==> config.mk <==
export PLATFORM = sky130hd
export DESIGN_NAME = fpadd_scheduler
export DESIGN_NICKNAME = d
export VERILOG_FILES = /design/src/rtl/fpadd_pkg.sv /design/src/rtl/fpadd_scheduler_rr_arbiter.sv /design/src/rtl/fpadder.sv /design/src/rtl/fpadd_scheduler.sv
export SDC_FILE = /design/constraint.sdc
export NUM_CORES = 1
export LEC_CHECK = 0
export ABC_CLOCK_PERIOD_IN_PS = 38000
export BUFFER_PORTS_ARGS = -buffer_cell sky130_fd_sc_hd__buf_2
export CORE_ASPECT_RATIO = 1.1
export CORE_MARGIN = 5
export CORE_UTILIZATION = 50
export CTS_BUF_LIST = sky130_fd_sc_hd__clkbuf_4 sky130_fd_sc_hd__clkbuf_8 sky130_fd_sc_hd__clkbuf_16
export CTS_CLUSTER_DIAMETER = 80
export DETAILED_ROUTE_END_ITERATION = 7
export GPL_TIMING_DRIVEN = 0
export PLACE_DENSITY = 0.8
export RECOVER_POWER = 50
export SETUP_SLACK_MARGIN = 0.02
export SKIP_LAST_GASP = 1
export SLEW_MARGIN = 30
export SYNTH_ARGS = -nofsm -noshare
export SYNTH_HDL_FRONTEND = slang
export SYNTH_HIERARCHICAL = 1
export SYNTH_SLANG_ARGS = --single-unit
export TNS_END_PERCENT = 20
==> constraint.sdc <==
create_clock -name clk -period 38 [get_ports clk]
set_input_delay 1.9 -clock clk [delete_from_list [all_inputs] [get_ports clk]]
set_output_delay 1.9 -clock clk [all_outputs]
set_load 0.02 [all_outputs]
==> src/rtl/fpadd_pkg.sv <==
// Shared constants and payload types for the shared floating-point adder scheduler.
package fpadd_pkg;

  localparam int unsigned FP_W      = 32;
  localparam int unsigned N_REQ_DEF = 4;
  localparam int unsigned ID_W_DEF  = 2;
  localparam int unsigned TAG_W_DEF = 4;
  localparam int unsigned CNT_W_DEF = 16;

  typedef struct packed {
    logic [FP_W-1:0] src1;
    logic [FP_W-1:0] src2;
  } fp_ops_t;

endpackage

==> src/rtl/fpadd_scheduler_rr_arbiter.sv <==
// Round-robin arbiter: search starts at ptr, increasing index, wrapping at N-1.
module rr_arbiter #(
  parameter int unsigned N     = 4,
  parameter int unsigned IDX_W = (N > 1) ? $clog2(N) : 1
) (
  input  logic [N-1:0]     req,
  input  logic [IDX_W-1:0] ptr,
  input  logic             en,
  output logic [N-1:0]     gnt,
  output logic [IDX_W-1:0] gnt_idx,
  output logic             any
);

  logic [IDX_W-1:0] idx;

  always_comb begin
    gnt     = '0;
    gnt_idx = '0;
    any     = 1'b0;
    idx     = '0;
    for (int unsigned k = 0; k < N; k++) begin
      idx = IDX_W'((32'(ptr) + k) % N);
      if (!any && req[idx]) begin
        any     = 1'b1;
        gnt_idx = idx;
      end
    end
    if (en && any) gnt[gnt_idx] = 1'b1;
  end

endmodule

==> src/rtl/fpadder.sv <==
// Combinational IEEE-754 single-precision adder, round-to-nearest-even.
module fpadder
  import fpadd_pkg::*;
(
  input  logic [FP_W-1:0] a,
  input  logic [FP_W-1:0] b,
  output logic [FP_W-1:0] y
);

  logic [31:0] x, z;
  logic [7:0]  ex, ez, d;
  logic [27:0] ax, az0, az, mask, s;
  logic [9:0]  e;
  logic [4:0]  lz, sh;
  logic [24:0] m;
  logic        sub, up;

  always_comb begin
    // x is the operand with the larger magnitude; result takes its sign
    x    = (a[30:0] >= b[30:0]) ? a : b;
    z    = (a[30:0] >= b[30:0]) ? b : a;
    ex   = (x[30:23] == 8'd0) ? 8'd1 : x[30:23];
    ez   = (z[30:23] == 8'd0) ? 8'd1 : z[30:23];
    d    = ex - ez;
    ax   = {1'b0, x[30:23] != 8'd0, x[22:0], 3'b000};
    az0  = {1'b0, z[30:23] != 8'd0, z[22:0], 3'b000};
    mask = '0;
    az   = '0;
    if (d > 8'd27) begin
      az = {27'd0, |az0};
    end else begin
      mask = (28'd1 << d) - 28'd1;
      az   = (az0 >> d) | {27'd0, |(az0 & mask)};
    end
    sub = x[31] ^ z[31];
    s   = sub ? (ax - az) : (ax + az);
    e   = {2'b00, ex};
    lz  = '0;
    sh  = '0;
    if (s[27]) begin
      s = {1'b0, s[27:2], s[1] | s[0]};
      e = e + 10'd1;
    end else begin
      for (int i = 0; i <= 26; i++) begin
        if (s[i]) lz = 5'(26 - i);
      end
      // never normalise below the minimum exponent; leaves a subnormal
      sh = (10'(lz) >= e) ? 5'(e - 10'd1) : lz;
      s  = s << sh;
      e  = e - 10'(sh);
    end
    up = s[2] & (s[1] | s[0] | s[3]);
    m  = {1'b0, s[26:3]} + 25'(up);
    if (m[24]) begin
      m = m >> 1;
      e = e + 10'd1;
    end
    if (x[30:23] == 8'hFF)  y = x;
    else if (s == 28'd0)    y = {x[31] & z[31], 31'd0};
    else if (e >= 10'd255)  y = {x[31], 8'hFF, 23'd0};
    else                    y = {x[31], m[23] ? e[7:0] : 8'd0, m[22:0]};
  end

endmodule

==> src/rtl/fpadd_scheduler.sv <==
// Shares one fpadder among N_REQ requesters: round-robin grant, operand stage S1, result stage S2.
module fpadd_scheduler
  import fpadd_pkg::*;
#(
  parameter int unsigned N_REQ = N_REQ_DEF,
  parameter int unsigned ID_W  = ID_W_DEF,
  parameter int unsigned TAG_W = TAG_W_DEF,
  parameter int unsigned CNT_W = CNT_W_DEF
) (
  input  logic                     clk,
  input  logic                     rst_n,
  input  logic [N_REQ-1:0]         req_valid,
  output logic [N_REQ-1:0]         req_ready,
  input  logic [FP_W*N_REQ-1:0]    req_src1,
  input  logic [FP_W*N_REQ-1:0]    req_src2,
  input  logic [TAG_W*N_REQ-1:0]   req_tag,
  output logic                     rsp_valid,
  input  logic                     rsp_ready,
  output logic [FP_W-1:0]          rsp_data,
  output logic [ID_W-1:0]          rsp_id,
  output logic [TAG_W-1:0]         rsp_tag,
  output logic                     busy,
  output logic [CNT_W-1:0]         op_count
);

  localparam int unsigned PTR_W = (N_REQ > 1) ? $clog2(N_REQ) : 1;

  logic             s1_v, s2_v;
  fp_ops_t          s1_ops, sel_ops;
  logic [TAG_W-1:0] s1_tag, s2_tag, sel_tag;
  logic [PTR_W-1:0] s1_id, rr_ptr, gnt_idx, ptr_next;
  logic [ID_W-1:0]  s2_id;
  logic [FP_W-1:0]  s2_data, sum;
  logic             s2_adv, s1_adv, any_req, accept;

  // A stage may take new data when it is empty or its content moves on this cycle
  assign s2_adv = !s2_v || rsp_ready;
  assign s1_adv = !s1_v || s2_adv;
  assign accept = s1_adv && any_req;

  rr_arbiter #(
    .N     (N_REQ),
    .IDX_W (PTR_W)
  ) u_arb (
    .req     (req_valid),
    .ptr     (rr_ptr),
    .en      (s1_adv),
    .gnt     (req_ready),
    .gnt_idx (gnt_idx),
    .any     (any_req)
  );

  always_comb begin
    sel_ops.src1 = req_src1[FP_W*gnt_idx +: FP_W];
    sel_ops.src2 = req_src2[FP_W*gnt_idx +: FP_W];
    sel_tag      = req_tag[TAG_W*gnt_idx +: TAG_W];
    ptr_next     = (gnt_idx == PTR_W'(N_REQ - 1)) ? '0 : gnt_idx + PTR_W'(1);
  end

  fpadder u_fpadder (
    .a (s1_ops.src1),
    .b (s1_ops.src2),
    .y (sum)
  );

  // S1 operand stage and round-robin pointer
  always_ff @(posedge clk or negedge rst_n) begin
    if (!rst_n) begin
      s1_v   <= 1'b0;
      s1_ops <= '0;
      s1_tag <= '0;
      s1_id  <= '0;
      rr_ptr <= '0;
    end else if (accept) begin
      s1_v   <= 1'b1;
      s1_ops <= sel_ops;
      s1_tag <= sel_tag;
      s1_id  <= gnt_idx;
      rr_ptr <= ptr_next;
    end else if (s1_adv) begin
      s1_v   <= 1'b0;
    end
  end

  // S2 result stage
  always_ff @(posedge clk or negedge rst_n) begin
    if (!rst_n) begin
      s2_v    <= 1'b0;
      s2_data <= '0;
      s2_id   <= '0;
      s2_tag  <= '0;
    end else if (s1_v && s2_adv) begin
      s2_v    <= 1'b1;
      s2_data <= sum;
      s2_id   <= ID_W'(s1_id);
      s2_tag  <= s1_tag;
    end else if (rsp_ready) begin
      s2_v    <= 1'b0;
    end
  end

  always_ff @(posedge clk or negedge rst_n) begin
    if (!rst_n)                  op_count <= '0;
    else if (s2_v && rsp_ready)  op_count <= op_count + CNT_W'(1);
  end

  assign rsp_valid = s2_v;
  assign rsp_data  = s2_data;
  assign rsp_id    = s2_id;
  assign rsp_tag   = s2_tag;
  assign busy      = s1_v || s2_v;

endmodule

After elaboration in Yosys (flattened, before gate mapping)
Cells that the tools add are included.
W data, S select, Z words.
{"block": "classes", "addsub": 14, "n_lt_le_gt_ge": 10, "eq_ne": 2, "shift": 6, "n_mux": 67, "n_bitwise": 8, "reduce_logical": 24}
{"op": "$shiftx A128 B8 Y32", "count": 2}
{"op": "$mux W5", "count": 29}
{"op": "$mux W32", "count": 4}
{"op": "$mux W28", "count": 3}
{"op": "$ge A31 B31 Y1", "count": 1}
{"op": "$mux W31", "count": 1}
{"op": "$add A27 B28 Y28", "count": 1}
{"op": "$and A27 B28 Y28", "count": 1}
{"op": "$logic_not A28 Y1", "count": 1}
{"op": "$or A28 B1 Y28", "count": 1}
{"op": "$reduce_or A28 Y1", "count": 1}
{"op": "$shl A1 B8 Y28 const A", "count": 1}
{"op": "$shl A28 B5 Y28", "count": 1}
{"op": "$shr A27 B8 Y28", "count": 1}
{"op": "$sub A27 B28 Y28", "count": 1}
{"op": "$sub A28 B1 Y28 const B", "count": 1}
{"op": "$add A24 B1 Y25", "count": 1}
{"op": "$mux W24", "count": 1}
{"op": "$mux W8", "count": 3}
{"op": "$reduce_or A24 Y1", "count": 1}
{"op": "$mux W10", "count": 2}
{"op": "$add A16 B1 Y16 const B", "count": 1}
{"op": "$logic_not A8 Y1", "count": 2}
{"op": "$reduce_bool A8 Y1", "count": 2}
{"op": "other kinds (27)", "count": 68}
{"block": "word_totals", "regBits": 128, "out_inout_bits": 60, "wordCells": 142}

Depth between registers and ports, before layout
{"block": "depth", "ltp_word": 54, "depth_mapped": 85, "mapped_depth_nobuf": 75}

Cells and area by module
Netlist, hierarchy kept.
{"module": "fpadder", "instances": 1, "cells_per_inst": 1907, "area_each_um2": 12223.0, "seq_area_each_um2": 0.0}
{"module": "fpadd_scheduler", "instances": 1, "cells_per_inst": 383, "area_each_um2": 6488.7, "seq_area_each_um2": 3203.1}
{"module": "rr_arbiter", "instances": 1, "cells_per_inst": 20, "area_each_um2": 125.1, "seq_area_each_um2": 0.0}

Least setup slack after synthesis
Ideal clock, no wire load.
{"block": "synth_path", "path_kind": "register -> register", "from": "reg s1_ops[8] (netlist bit)", "to": "reg s2_data[30], in the netlist rsp_data[30]", "setup_time_ns": 0.125, "t_arrival_ns": 16.791, "required_time_ns": 37.875, "setup_slack_ns": 21.085, "stages_incl_launch_ff": 81, "path_cell_list": "dfrtp_1 -> inv_1 -> ha_1 -> a21oi_1 -> o21ai_1 -> a2111o_1 -> o21a_1 -> nor2_1 -> buf_2 -> buf_2 -> buf_2 -> buf_1 -> mux2i_1 -> and3_1 -> and2_1 -> nand3_1 -> and2_1 -> clkbuf_1 -> (+45 left out) -> buf_4 -> ha_1 -> inv_1 -> a21oi_1 -> nor2_1 -> o211ai_1 -> o211ai_1 -> maj3_1 -> a21boi_0 -> a31oi_1 -> xnor2_1 -> or2_2 -> or4_1 -> mux2i_1 -> nand3_1 -> buf_6 -> o22a_1 -> mux2_2"}
{"block": "synth_between", "elab_chain_cells": 54, "elab_cells_between_ends": 74}
{"item": "start: declaration", "line_no": "fpadd_scheduler.sv:29", "source": "fp_ops_t s1_ops, sel_ops;"}
{"item": "start signal: assignment", "line_no": "fpadd_scheduler.sv:76", "source": "s1_ops <= sel_ops;"}
{"item": "$ge A31 B31 Y1", "line_no": "fpadder.sv:20, fpadder.sv:21"}
{"item": "$mux W32 (on tied branches)", "line_no": "fpadder.sv:20, fpadder.sv:21"}
{"item": "$logic_not A8 Y1 (on tied branches)", "line_no": "fpadder.sv:22, fpadder.sv:23"}
{"item": "$mux W8 (on tied branches)", "line_no": "fpadder.sv:22, fpadder.sv:23"}
{"item": "$sub A8 B8 Y8", "line_no": "fpadder.sv:24", "source": "d = ex - ez;"}
{"item": "$shl A1 B8 Y28", "line_no": "fpadder.sv:32", "source": "mask = (28'd1 << d) - 28'd1;"}
{"item": "$sub A28 B1 Y28", "line_no": "fpadder.sv:32"}
{"item": "$and A27 B28 Y28", "line_no": "fpadder.sv:33", "source": "az = (az0 >> d) | {27'd0, |(az0 & mask)};"}
{"item": "(+39 left out)"}
{"item": "$and A1 B1 Y1", "line_no": "fpadder.sv:52", "source": "up = s[2] & (s[1] | s[0] | s[3]);"}
{"item": "$add A24 B1 Y25", "line_no": "fpadder.sv:53", "source": "m = {1'b0, s[26:3]} + 25'(up);"}
{"item": "$mux W10 / $mux W24 (equally long branches)", "line_no": "fpadder.sv:54", "source": "if (m[24]) begin"}
{"item": "$ge A10 B8 Y1 / $mux W8 (equally long branches)", "line_no": "fpadder.sv:60, fpadder.sv:61"}
{"item": "$mux W31", "line_no": "fpadder.sv:60", "source": "else if (e >= 10'd255) y = {x[31], 8'hFF, 23'd0};"}
{"item": "$mux W32", "line_no": "fpadder.sv:59", "source": "else if (s == 28'd0) y = {x[31] & z[31], 31'd0};"}
{"item": "$mux W32 (*)", "line_no": "fpadder.sv:58", "source": "if (x[30:23] == 8'hFF) y = x;"}
{"item": "via sum[30]", "line_no": "fpadd_scheduler.sv:33", "source": "logic [FP_W-1:0] s2_data, sum;"}
{"item": "end signal: assignment", "line_no": "fpadd_scheduler.sv:94", "source": "s2_data <= sum;"}
{"item": "end: declaration", "line_no": "fpadd_scheduler.sv:33"}
The timed path passes the listed nets; every way through them passes the cells marked *. The select of a mux whose other input is x is not followed.
A chain may end at the register's enable or synchronous reset.

Worst setup path in the final report
{"block": "layout_path", "from": "reg s1_ops[25] (netlist bit)", "to": "reg s2_data[17], in the netlist rsp_data[17]"}
{"block": "layout_between", "elab_chain_cells": 54, "elab_cells_between_ends": 73}
{"item": "$ge A31 B31 Y1", "line_no": "fpadder.sv:20, fpadder.sv:21"}
{"item": "$mux W32 (on tied branches)", "line_no": "fpadder.sv:20, fpadder.sv:21"}
{"item": "$logic_not A8 Y1 (on tied branches)", "line_no": "fpadder.sv:22, fpadder.sv:23"}
{"item": "$mux W8 (on tied branches)", "line_no": "fpadder.sv:22, fpadder.sv:23"}
{"item": "$sub A8 B8 Y8", "line_no": "fpadder.sv:24"}
{"item": "$shl A1 B8 Y28", "line_no": "fpadder.sv:32"}
{"item": "$sub A28 B1 Y28", "line_no": "fpadder.sv:32"}
{"item": "$and A27 B28 Y28", "line_no": "fpadder.sv:33"}
{"item": "(+39 left out)"}
{"item": "$and A1 B1 Y1", "line_no": "fpadder.sv:52"}
{"item": "$add A24 B1 Y25", "line_no": "fpadder.sv:53"}
{"item": "$mux W10", "line_no": "fpadder.sv:54"}
{"item": "$ge A10 B8 Y1", "line_no": "fpadder.sv:60"}
{"item": "$mux W31", "line_no": "fpadder.sv:60"}
{"item": "$mux W32", "line_no": "fpadder.sv:59"}
{"item": "$mux W32 (*)", "line_no": "fpadder.sv:58"}
{"item": "via sum[17]", "line_no": "fpadd_scheduler.sv:33"}
Marked as above.

==> impl_metrics.toml <==
[sta]
timing.hold.ws_ps = 493.6
hold_violations = 0
fmax_mhz = 43.91
fin_crit_sh = 0.5993
rsz0062_at_grt = "no"
setup-tns-final_ps = 0
min_period_ps = 22770
slew_headroom = -2.236
slew_violations = 131
tightestPinTransition_ps = 4854
setup_viol = 0
clock_skew_ps = 13.06

[critical_path]
crit_slowest_cell = "xnor2_1"
critPathRequiredTime_ps = 38380
r2r_end = "rsp_data[17]$_DFFE_PN0P_"
worstSetupPathType = "reg2reg"
reg2reg_from = "s1_ops[25]$_DFFE_PN0P_"
crit_path_end_kind = "register"
critPathLaunchType = "register"
cp.arrival_ps = 23150
cp_top_family = "compound AO/OA/AOI/OAI gates"
path_max_fanout = 10
cp_slowest_stage_delay_ps = 790
cp_num_buf_inv = 15
reg2regPathDepth = 77
ff2ff_setup_slack_ps = 15230

[logic_synthesis]
synth_fp_nets = 2689
synth_edf_count = 0
syn_area_sq_um = 18840
async_flop_share = 1.000
synth-seq-area-share = 0.1700
synth_warnings = 6
ys_ff_latch = 128
synth_ff_type = "dfrtp_1"
synth_cells = 2310
post_synth.cell_area_avg_sq_um = 8.154
synth.distinct_cells = 111

[clocking]
clock_path_buffers = 2
root_buffer = "clkbuf_16"
cts_buffers = 17
cts_hold_buf = 0
cts_sinks = 128
clk_latency_ps = 440
cts_tree = "done"
path_clk_slew_ps = 60
cts_htree_levels = 4
cts.repair.resized = 0
cts_setup_buffers = 0

[placed_design]
io_buffers = 338
place_area_sq_um = 21250
placed_cells = 3147
gp_congestion = 1.086
dpl.hpwl_mm = 75.35

[die]
io_pins = 339
die_h_microns = 213.6
start_util = 0.5061
coreArea_sq_um = 37220
row_count = 74
die-area_sq_um = 41660
die_w_microns = 195.1

[cells_and_area]
final_common_cell = "buf_2"
final_nets = 3052
area_growth_pct = 15.72
nFillCells = 3391
final_area_sq_um = 21800
drive_gt1_frac = 0.2599
mostFrequentLayoutCells = "buf_2, nand2_1, nor2_1"
final_cells = 3181

[routing]
maxUsedRoutingLayer = "met4"
wl_met1_mm = 32.22
drt_wl_total_mm = 92.90
initialDrtViolationCount = 2791
drt_drc_violations_left = 0
ant_nets = 0
wl_met2_mm = 42.51
via_per_inst = 7.009
vias = 22300
first_pass_iters = 6
post_drt_wl_per_cell_microns = 29.20
wl_met3_mm = 9.882

[global_routing]
grt_pass1_vias = 21750
antenna_found_initial = 1
grt.total_usage = 0.4230
grt_max_degree = 94
overflow = 0
grt_pass1_wl_mm = 134.6

[hold_path]
hp-class = "reg2reg"
min_from = "op_count[15]$_DFFE_PN0P_"
whs_path_depth = 1
min_to = "op_count[15]$_DFFE_PN0P_"

[status]
outcome = "finished, violations left"
violations = "capacitance limit, slew limit"

[run]
max_cap_violations = 2
## per-stage QoR
step / setup slack [ps] / utilization
3_3_place_gp: 15190 / 0.5681
2_1_floorplan: 21080 / -
5_1_grt: 14250 / 0.5856
4_1_cts: 15760 / 0.5866
6_report: 15230 / 0.5856
3_5_place_dp: 15840 / 0.5710
## sequential cells by signal, summed over array words and instances (netlist names)
signal     count
s1_ops        64
rsp_data      32
op_count      16
rsp_tag        4
s1_tag         4
rr_ptr         2
rsp_id         2
s1_id          2
rsp_valid      1
s1_v           1
## cell type report
| class | count | area, sq um | area share |
|---|---|---|---|
| multi-input combinational | 1932 | 14580 | 0.6688 |
| sequential | 128 | 3203 | 0.1469 |
| timing repair buffer | 344 | 1718 | 0.07881 |
| buffer | 139 | 678.2 | 0.03111 |
| tap | 494 | 618.1 | 0.02836 |
| clock buffer | 19 | 452.9 | 0.02078 |
| inverter | 111 | 419.2 | 0.01923 |
| clock inverter | 13 | 126.4 | 0.005798 |
| antenna | 1 | 2.502 | 0.0001148 |
## kinds of logic (layout without fill, tap and decap cells)
group	after synthesis	in the layout	share of synthesized area
AND/OR/NAND/NOR	804	804	0.2139
AO/OA/AOI/OAI	685	685	0.2505
multiplexers	269	269	0.2042
buffers and inverters	250	626	0.05852
flip-flops	128	128	0.1700
adder cells (fa/ha/maj)	105	105	0.07034
XOR/XNOR	69	69	0.03248
other	0	1	0
## synthesized netlist by cell type, drive strengths merged (12+ instances only)
cell / n / share of area
nand2: 244 / 0.050
nor2: 167 / 0.034
a21oi: 160 / 0.043
o21ai: 157 / 0.042
dfrtp: 128 / 0.17
mux2: 122 / 0.073
inv: 109 / 0.022
ha: 97 / 0.064
nand3: 85 / 0.024
clkbuf: 80 / 0.016
mux4: 80 / 0.096
mux2i: 67 / 0.036
buf: 59 / 0.020
nor3: 56 / 0.016
xnor2: 45 / 0.021
nor4: 40 / 0.016
and2: 37 / 0.012
and3: 36 / 0.012
nand4: 36 / 0.012
a211oi: 32 / 0.015
o211ai: 30 / 0.012
o22ai: 28 / 0.0093
nand2b: 27 / 0.0090
a31oi: 26 / 0.0086
o2bb2ai: 25 / 0.015
xor2: 24 / 0.011
a21o: 21 / 0.0084
a22oi: 17 / 0.0075
nor2b: 16 / 0.0053
o21bai: 15 / 0.0060
o31ai: 14 / 0.0058
a211o: 13 / 0.0060
o21a: 13 / 0.0052
or2: 13 / 0.0043
a21boi: 12 / 0.0050
a221oi: 12 / 0.0059
o221ai: 12 / 0.0056
or3: 12 / 0.0043
## worst max path at each step
stage                                      start                       end  slack, ps  cells after the start
final                     s1_ops[25]$_DFFE_PN0P_  rsp_data[17]$_DFFE_PN0P_      15230                     77
after CTS                  s1_ops[4]$_DFFE_PN0P_  rsp_data[17]$_DFFE_PN0P_      15760                     77
after global routing      s1_ops[25]$_DFFE_PN0P_  rsp_data[17]$_DFFE_PN0P_      14250                     77
after floorplan            s1_ops[8]$_DFFE_PN0P_  rsp_data[30]$_DFFE_PN0P_      21080                     80
after global placement     s1_ops[4]$_DFFE_PN0P_  rsp_data[30]$_DFFE_PN0P_      15190                     76
after detailed placement   s1_ops[4]$_DFFE_PN0P_  rsp_data[30]$_DFFE_PN0P_      15840                     76
## per-layer routing
metal	vias to the layer above	global-route usage
met2	1732	0.6973
met5	-	0
met3	478	0.1091
met4	0	0.3039
met1	10570	0.4808
li1	9512	-
## worst reg2reg max path: cells and delay by family, from the launching register on
kind            cells  cell delay [ps]
fa+ha+maj           6             2110
compound gates     24             6480
simple gates       27             6170
flops               1              520
mux                 4             1230
xor+xnor            1              790
buf+inv            15             5400
Power is left out: the tool's default activity adds up to more than one toggle a clock period on the data nets, which glitch-free logic cannot reach.
